## src/rtl/sid_audio_i2s.sv

```systemverilog
// sid_audio_i2s: double-buffered two-channel I2S transmitter for per-SID audio samples
module sid_audio_i2s #(
    parameter int CLK_DIV_HALF = 4,
    parameter int SLOT_BITS = 32
) (
    input  logic        clk,
    input  logic        rst,
    input  logic [19:0] audio_i,
    input  logic        audio_ch_i,
    input  logic        audio_stb_i,
    output logic        bck_o,
    output logic        lrck_o,
    output logic        sdata_o,
    output logic        underrun_o,
    output logic        overrun_o
);

    if (SLOT_BITS != 32) begin : g_bad_slot
        $error("sid_audio_i2s: SLOT_BITS must be 32");
    end
    if (CLK_DIV_HALF < 1 || CLK_DIV_HALF > 255) begin : g_bad_div
        $error("sid_audio_i2s: CLK_DIV_HALF must be 1..255");
    end

    logic [7:0]  div;
    logic [5:0]  bit_cnt, bit_nxt;
    logic [19:0] pend_l, pend_r, frame_l, frame_r, nxt_l, nxt_r, word;
    logic [1:0]  fresh, fresh_nxt;
    logic [4:0]  j, idx;
    logic        tc, fall, load, bit_val;

    // Falling-edge/frame-load detection and the serial bit that follows the next falling edge
    always_comb begin
        tc = div == 8'(CLK_DIV_HALF - 1);
        fall = tc && bck_o;
        load = fall && bit_cnt == 6'd63;
        bit_nxt = bit_cnt + 6'd1;
        nxt_l = load ? pend_l : frame_l;
        nxt_r = load ? pend_r : frame_r;
        word = bit_nxt[5] ? nxt_r : nxt_l;
        j = bit_nxt[4:0];
        idx = 5'd20 - j;
        bit_val = (j != 5'd0 && j <= 5'd20) ? word[idx] : 1'b0;
        fresh_nxt[0] = (fresh[0] && !load) || (audio_stb_i && !audio_ch_i);
        fresh_nxt[1] = (fresh[1] && !load) || (audio_stb_i && audio_ch_i);
    end

    // Divider, bit counter, double buffer and status pulses; a strobe in the load cycle lands after the load reads
    always_ff @(posedge clk) begin
        if (rst) begin
            div <= '0;
            bit_cnt <= '0;
            bck_o <= 1'b0;
            lrck_o <= 1'b0;
            sdata_o <= 1'b0;
            pend_l <= '0;
            pend_r <= '0;
            frame_l <= '0;
            frame_r <= '0;
            fresh <= '0;
            underrun_o <= 1'b0;
            overrun_o <= 1'b0;
        end else begin
            div <= tc ? 8'd0 : div + 8'd1;
            if (tc) bck_o <= !bck_o;
            if (fall) begin
                bit_cnt <= bit_nxt;
                lrck_o <= bit_nxt[5];
                sdata_o <= bit_val;
                frame_l <= nxt_l;
                frame_r <= nxt_r;
            end
            if (audio_stb_i && !audio_ch_i) pend_l <= audio_i;
            if (audio_stb_i && audio_ch_i) pend_r <= audio_i;
            fresh <= fresh_nxt;
            underrun_o <= load && fresh != 2'b11;
            overrun_o <= audio_stb_i && fresh[audio_ch_i] && !load;
        end
    end

endmodule

```

## config.mk

```make
export PLATFORM = sky130hd
export DESIGN_NAME = sid_audio_i2s
export DESIGN_NICKNAME = d
export VERILOG_FILES = /design/src/rtl/sid_audio_i2s.sv
export SDC_FILE = /design/constraint.sdc
export NUM_CORES = 1
export LEC_CHECK = 0
export CORE_ASPECT_RATIO = 1.2
export CORE_MARGIN = 5
export CORE_UTILIZATION = 40
export CTS_BUF_LIST = sky130_fd_sc_hd__clkbuf_2
export DETAILED_ROUTE_END_ITERATION = 10
export GPL_ROUTABILITY_DRIVEN = 0
export SYNTH_ARGS = -nofsm -noshare
export SYNTH_HDL_FRONTEND = slang
export SYNTH_SLANG_ARGS = --single-unit
```

## constraint.sdc

```tcl
create_clock -name clk -period 2.3 [get_ports clk]
set_input_delay 0.345 -clock clk [delete_from_list [all_inputs] [get_ports clk]]
set_output_delay 0.345 -clock clk [all_outputs]
set_load 0.005 [all_outputs]
```

==> results by group, run 1 <==
Timing
  – Worst Tran Pin Value: 0.5015 ns
  – Pins Over Slew Limit: 0
  – Finish-stage setup viols: 0
  – Clock Skew: 0.03822 ns
  – Tmin final: 2.223 ns
  – Fin. Hold Viols: 0
  – Slew margin rel.: 66.48%
  – Final period utilization: 96.64%
  – Setup TNS Final: 0 ns
  – F_max: 449.9 MHz

Layout
  – Fraction of layout cells with a size suffix above 1: 15.81%
  – Final core utilization: 46.54%
  – Layout area overhead: 15.27%
  – Diodes inserted: 0
  – Post-Layout Cell Count: 866
  – Final instance area: 5817 um^2
  – NumNets Final: 723

Synthesis
  – Register bit total from synthesis: 100
  – Syn Inst Count: 653
  – Yosys cell types: 63
  – Post-Synth XOR/XNOR Area: 2.430%
  – Ys async rst share: 0%
  – Multiplexer area fraction after synthesis: 1.017%
  – Count leader, synth: nand2_1
  – Mapped cell area: 5046 um^2
  – Synth Area in Adders: 0.4959%
  – Top-area cell type share of the netlist area: 39.67%
  – Synth Area per Inst: 7.728 um^2
  – Area share of and/or/nand/nor cells after synthesis: 29.28%
  – Largest family of logic cells by synthesized area: simple AND/OR/NAND/NOR gates
  – Post-synth EDFFs: 0
  – Syn_nets: 679
  – Sequential share of the synthesized area: 39.67%
  – Area leader, netlist: dfxtp_1
  – Top FF cell, synth: dfxtp_1
  – Compound-Gate Fraction of Synth Area: 19.86%
  – Synth warnings: 0
  – Synth top cells by count: nand2_1 (199), dfxtp_1 (100), a21oi_1 (93)
  – Area contributors post-synth: dfxtp_1 (40%), nand2_1 (15%), a21oi_1 (9.2%), a211oi_1 (2.4%), clkbuf_1 (2.2%)

GRT
  – Number of global-route vias before repair: 4,521
  – Global-route wire length before repair: 22,040 um
  – Pin count of the biggest net entering global routing: 93
  – GRT Util Overall: 17.85%
  – Grt ovf: 0
  – Initial antenna violation count: 0

Setup path
  – R2r worst-path depth: 10
  – Critical path type: flip-flop to flip-flop
  – Critical Path AT: 2.78 ns
  – Worst-path maximum fanout: 12
  – Worst setup SP type: flip-flop
  – CP required: 2.85 ns
  – Critical Path Start: bit_cnt[0]
  – Critical Path Sink Type: flip-flop
  – Reg-to-reg critical path startpoint: bit_cnt[0]

Clocking
  – CTS max path bufs: 2
  – Num CTS Buffers: 9
  – Skew-Pair Late Insertion Delay: 0.62 ns
  – CTS H-tree lvls: 3
  – CTS tree: built
  – Clock sinks: 100
  – Clock transition at path regs: 0.30 ns
  – Clock root buffer: clkbuf_2

Route
  – Pre-Repair DR Iteration Count: 4
  – WL final: 13,280 um
  – Vias: 4,726
  – Detail Route Antenna Nets: 0
  – Vias per cell: 5.457
  – Per-cell routed wire length: 15.33 um
  – DRC viols: 0
  – Number of DRC markers in iteration 0: 303

Floorplan
  – Core Area: 12,500 um^2
  – Chip height: 133.0 um
  – Die Wd: 112.5 um
  – FP Rows: 45
  – Ports: 29
  – Die ar.: 14,970 um^2
  – Starting Density: 40.37%

Hold path
  – Worst Hold Class: input pin to flip-flop
  – Worst hold start: audio_i[2]
  – Hold Path Depth: 3

Placement
  – Post-DP HPWL: 9433 um
  – Placed inst area: 5558 um^2
  – I/O Buffers: 28
  – Post-Place Cells: 841

Outcome
  – Status: complete, no violations

Pwr
  – Total power: 2.945 mW
  – VDD IR max: 328.7 uV
  – Leak: 1.977 nW
  – Power Dens Cells: 506.3 nW/um^2

Job
  – MaxCap Viol Count: 0
==> where the power goes <==
part	switching (mW)	total (mW)	leakage, nW	internal, mW
clock network	0.649	0.916	0.0733	0.267
logic	0.110	0.209	1.09	0.0991
registers	0.0366	1.82	0.815	1.78
total	0.795	2.95	1.98	2.15
==> sequential cells by signal (all words and copies together), names as in the netlist <==
name and cells:
bit_cnt 5, pend_l 20, lrck_o 1, pend_r 20
frame_r 20, frame_l 20, sdata_o 1, bck_o 1
overrun_o 1, fresh 2, div 8, underrun_o 1
==> what timing repair did <==
item | CTS | global route
buffers inserted | 0 | 8
hold buffers | 1 | 0
resized for setup | 0 | 22
endpoints found under the setup margin | 0 | 1
endpoints found under the hold margin | 2 | 0
==> worst paths after layout <==
check / endpoint / slack (ns)
worst max-delay path: sdata_o / 0.08
worst min-delay path: pend_r[2] / 0.24
worst max register to register: sdata_o / 0.08
worst min register to register: div[0] / 0.43
==> worst max-delay path: stages (launching register included) <==
cell       delay, ns
dfxtp_2         0.38
ha_1            0.22
buf_4           0.17
nand4_4         0.16
buf_4           0.13
buf_4           0.18
nand2_1         0.11
o41ai_2         0.34
nor2_1          0.08
a2111oi_1       0.29
a31oi_1         0.13
==> stage by stage <==
stage	hold slack, ns	setup WS (ns)
2_1_floorplan	0.4130	0.05020
3_3_place_gp	0.4249	0.06339
3_5_place_dp	0.4401	0.04582
4_1_cts	0.2030	0.02170
5_1_grt	0.2005	-0.02359
6_report	0.2417	0.07717
==> area by class of cell <==
class | instances | area, um^2
multi-input cells | 496 | 2718
fillers | 1316 | 6683
well taps | 164 | 205.2
clock buffers | 9 | 45.04
clock inverters | 7 | 83.83
flip-flops and latches | 100 | 2013
repair buffers | 86 | 737.0
inverters | 4 | 15.01
==> cell usage in the layout, fill, tap and decap left out, types with 3 or more instances in the layout <==
cell type,count
o211ai_1,4
mux2i_1,4
nand2b_1,18
xnor2_1,5
a31oi_1,3
nor3_1,8
dfxtp_1,91
nand4_1,7
clkbuf_2,9
a2111oi_1,3
nor2_1,27
xor2_1,9
a21oi_1,93
clkdlybuf4s50_1,27
inv_1,4
a2111oi_2,3
nor2b_1,5
nand3_1,14
buf_4,54
o21ai_0,5
nor3b_1,3
and3_1,6
dfxtp_2,9
nand2_1,199
nor3_2,4
a211oi_1,16
or2b_2,3
a22oi_1,12
==> kinds of logic (layout without fill, tap and decap cells) <==
logic type / Yosys count / count (layout)
buffers and inverters: 57 / 106
adders and majority gates: 2 / 2
AOI/OAI and AO/OA: 161 / 161
muxes: 5 / 5
DFF: 100 / 100
and+or+nand+nor: 314 / 314
xor gates and xnor gates: 14 / 14
==> per-layer routing <==
layer / global-route usage (%) / share of wire (%) / wire length (um) / vias to the layer above
met2: 29.69 / 48 / 6365 / 125
met3: 3.294 / 4.4 / 589 / 38
met1: 22.79 / 44 / 5877 / 2231
met5: 0 / 0 / 0 / -
li1: - / - / - / 2332
met4: 7.081 / 3.3 / 442 / 0
Note: power is estimated with default switching activity, not from simulation.
==> inputs of run 2 (changes only) <==
--- a/config.mk
+++ b/config.mk
@@ -11,6 +11,7 @@
 export CTS_BUF_LIST = sky130_fd_sc_hd__clkbuf_2
 export DETAILED_ROUTE_END_ITERATION = 10
 export GPL_ROUTABILITY_DRIVEN = 0
+export PLACE_DENSITY = 0.62
 export SYNTH_ARGS = -nofsm -noshare
 export SYNTH_HDL_FRONTEND = slang
 export SYNTH_SLANG_ARGS = --single-unit
==> run 2 against run 1 <==
  * Clock skew decreased by 0.0084 ns
  * Worst setup slack worse by 0.011 ns
  * Worst hold slack worse by 0.094 ns
  * Count of clock-buffer cells in the layout unchanged
  * Critical path depth is 2 lower
  * Die area did not move
==> results by group, run 2 (synthesized netlist as in run 1, its figures left out) <==
Outcome
  – Status: complete, no violations

Layout
  – Final core utilization: 45.96%
  – NumNets Final: 714
  – Most common cell after layout, fill and taps aside: nand2_1
  – Layout area overhead: 13.84%
  – Layout fillers: 1,291
  – Fraction of layout cells with a size suffix above 1: 14.57%
  – Most frequent cells in the layout: nand2_1 (199), dfxtp_1 (95), a21oi_1 (92), buf_4 (47)

Placement
  – I/O Buffers: 28
  – Post-DP HPWL: 9339 um
  – Pre-CTS setup slack: -0.04164 ns

GRT
  – Pin count of the biggest net entering global routing: 61
  – GRT Util Overall: 17.12%
  – Grt ovf: 0
  – Global-route wire length before repair: 21,220 um
  – Initial antenna violation count: 1
  – Number of global-route vias before repair: 4,350

Timing
  – Final setup margin: 0.06596 ns
  – Final period utilization: 97.13%
  – Slew margin rel.: 68.32%
  – Pins Over Slew Limit: 0
  – Fin. Hold Viols: 0
  – Final hold slack: 0.1480 ns
  – Finish-stage setup viols: 0
  – Worst Tran Pin Value: 0.4632 ns
  – Tmin final: 2.234 ns
  – RSZ-0062 raised after global routing: yes
  – Setup TNS Final: 0 ns
  – F_max: 447.6 MHz
  – Clock Skew: 0.02978 ns

Clocking
  – Hold_buf cts: 0
  – Clock transition at path regs: 0.28 ns
  – Clock root buffer: clkbuf_2
  – Skew-Pair Late Insertion Delay: 0.59 ns
  – CTS max path bufs: 2
  – Num CTS Buffers: 9
  – CTS H-tree lvls: 3
  – CTS tree: built
  – Clock sinks: 100

Floorplan
  – Die ar.: 14,970 um^2
  – Core Area: 12,500 um^2
  – Die Wd: 112.5 um
  – Chip height: 133.0 um
  – FP Rows: 45
  – Ports: 29
  – Starting Density: 40.37%

Setup path
  – Critical Path Sink Type: flip-flop
  – Critical Path Start: div[2]
  – Worst-path maximum fanout: 5
  – Critical path type: flip-flop to flip-flop
  – Reg-to-reg critical path startpoint: div[2]
  – Critical Path AT: 2.72 ns
  – Worst Setup EP: sdata_o
  – CP required: 2.79 ns
  – Worst setup SP type: flip-flop
  – Register-to-Register Setup Slack: 0.07 ns
  – Reg-to-Reg End: sdata_o
  – R2r worst-path depth: 8

Route
  – Vias: 4,649
  – Number of DRC markers in iteration 0: 427
  – Pre-Repair DR Iteration Count: 5
  – Detail Route Antenna Nets: 0
  – WL final: 12,790 um
  – Vias per cell: 5.418
  – Per-cell routed wire length: 14.90 um
  – DRC viols: 0

Job
  – MaxCap Viol Count: 0

Hold path
  – Worst Hold Class: input pin to flip-flop

Pwr
  – Leak: 1.921 nW
  – VDD IR max: 314.4 uV
  – Power Dens Cells: 488.2 nW/um^2
-- run 2: cell type report --
cell class | instances | area, um^2 | area share, %
Multi-Input combinational cell | 496 | 2741 | 47.72
Sequential cell | 100 | 2011 | 35.00
Timing Repair Buffer | 77 | 668.1 | 11.63
Tap cell | 164 | 205.2 | 3.572
Clock inverter | 7 | 56.30 | 0.9802
Clock buffer | 9 | 45.04 | 0.7841
Inverter | 4 | 15.01 | 0.2614
Antenna cell | 1 | 2.502 | 0.04356
-- run 2: worst max-delay path: stages (launching register included) --
cell and delay [ns]:
dfxtp_1 0.44, nor4_4 0.37, buf_4 0.18, and2_2 0.15
nand4_1 0.25, a2111oi_0 0.42, o21ai_0 0.17, nand2_1 0.10
a31oi_1 0.07
-- run 2: worst min path at each step --
stage	from	to	cells after the start
2_1_floorplan	div[0]	div[0]	1
3_3_place_gp	div[0]	div[0]	1
3_5_place_dp	pend_l[9]	pend_l[9]	2
4_1_cts	rst	frame_l[16]	2
5_1_grt	rst	frame_l[17]	2
6_report	rst	frame_l[16]	2
-- run 2: per-layer routing --
| metal | global-route usage [%] | part of all wire (%) | vias to the layer above |
|---|---|---|---|
| met2 | 29.72 | 49 | 101 |
| li1 | - | - | 2315 |
| met4 | 5.344 | 1.8 | 0 |
| met3 | 3.294 | 3.7 | 24 |
| met5 | 0 | 0 | - |
| met1 | 21.34 | 45 | 2209 |
-- run 2: metrics by stage --
step / total power [mW] / instance area, um^2 / std cells
2_1_floorplan: 1.957 / 5046 / 653
3_3_place_gp: 2.049 / 5540 / 837
3_5_place_dp: 2.059 / 5540 / 837
4_1_cts: 2.834 / 5667 / 856
5_1_grt: 2.934 / 5744 / 858
6_report: 2.804 / 5744 / 858
-- run 2: power breakdown --
group	total, mW	switching (mW)	internal (mW)	leakage [nW]
clock network	0.777	0.620	0.157	0.0585
logic	0.211	0.112	0.0990	1.05
registers	1.82	0.0346	1.78	0.814
total	2.80	0.767	2.04	1.92
-- run 2: timing repair --
action                                  CTS  global route
gates cloned                              0             0
pin swaps                                 1             5
buffers inserted                          3             1
gates resized for setup                   2            15
endpoints found under the setup margin    1             2
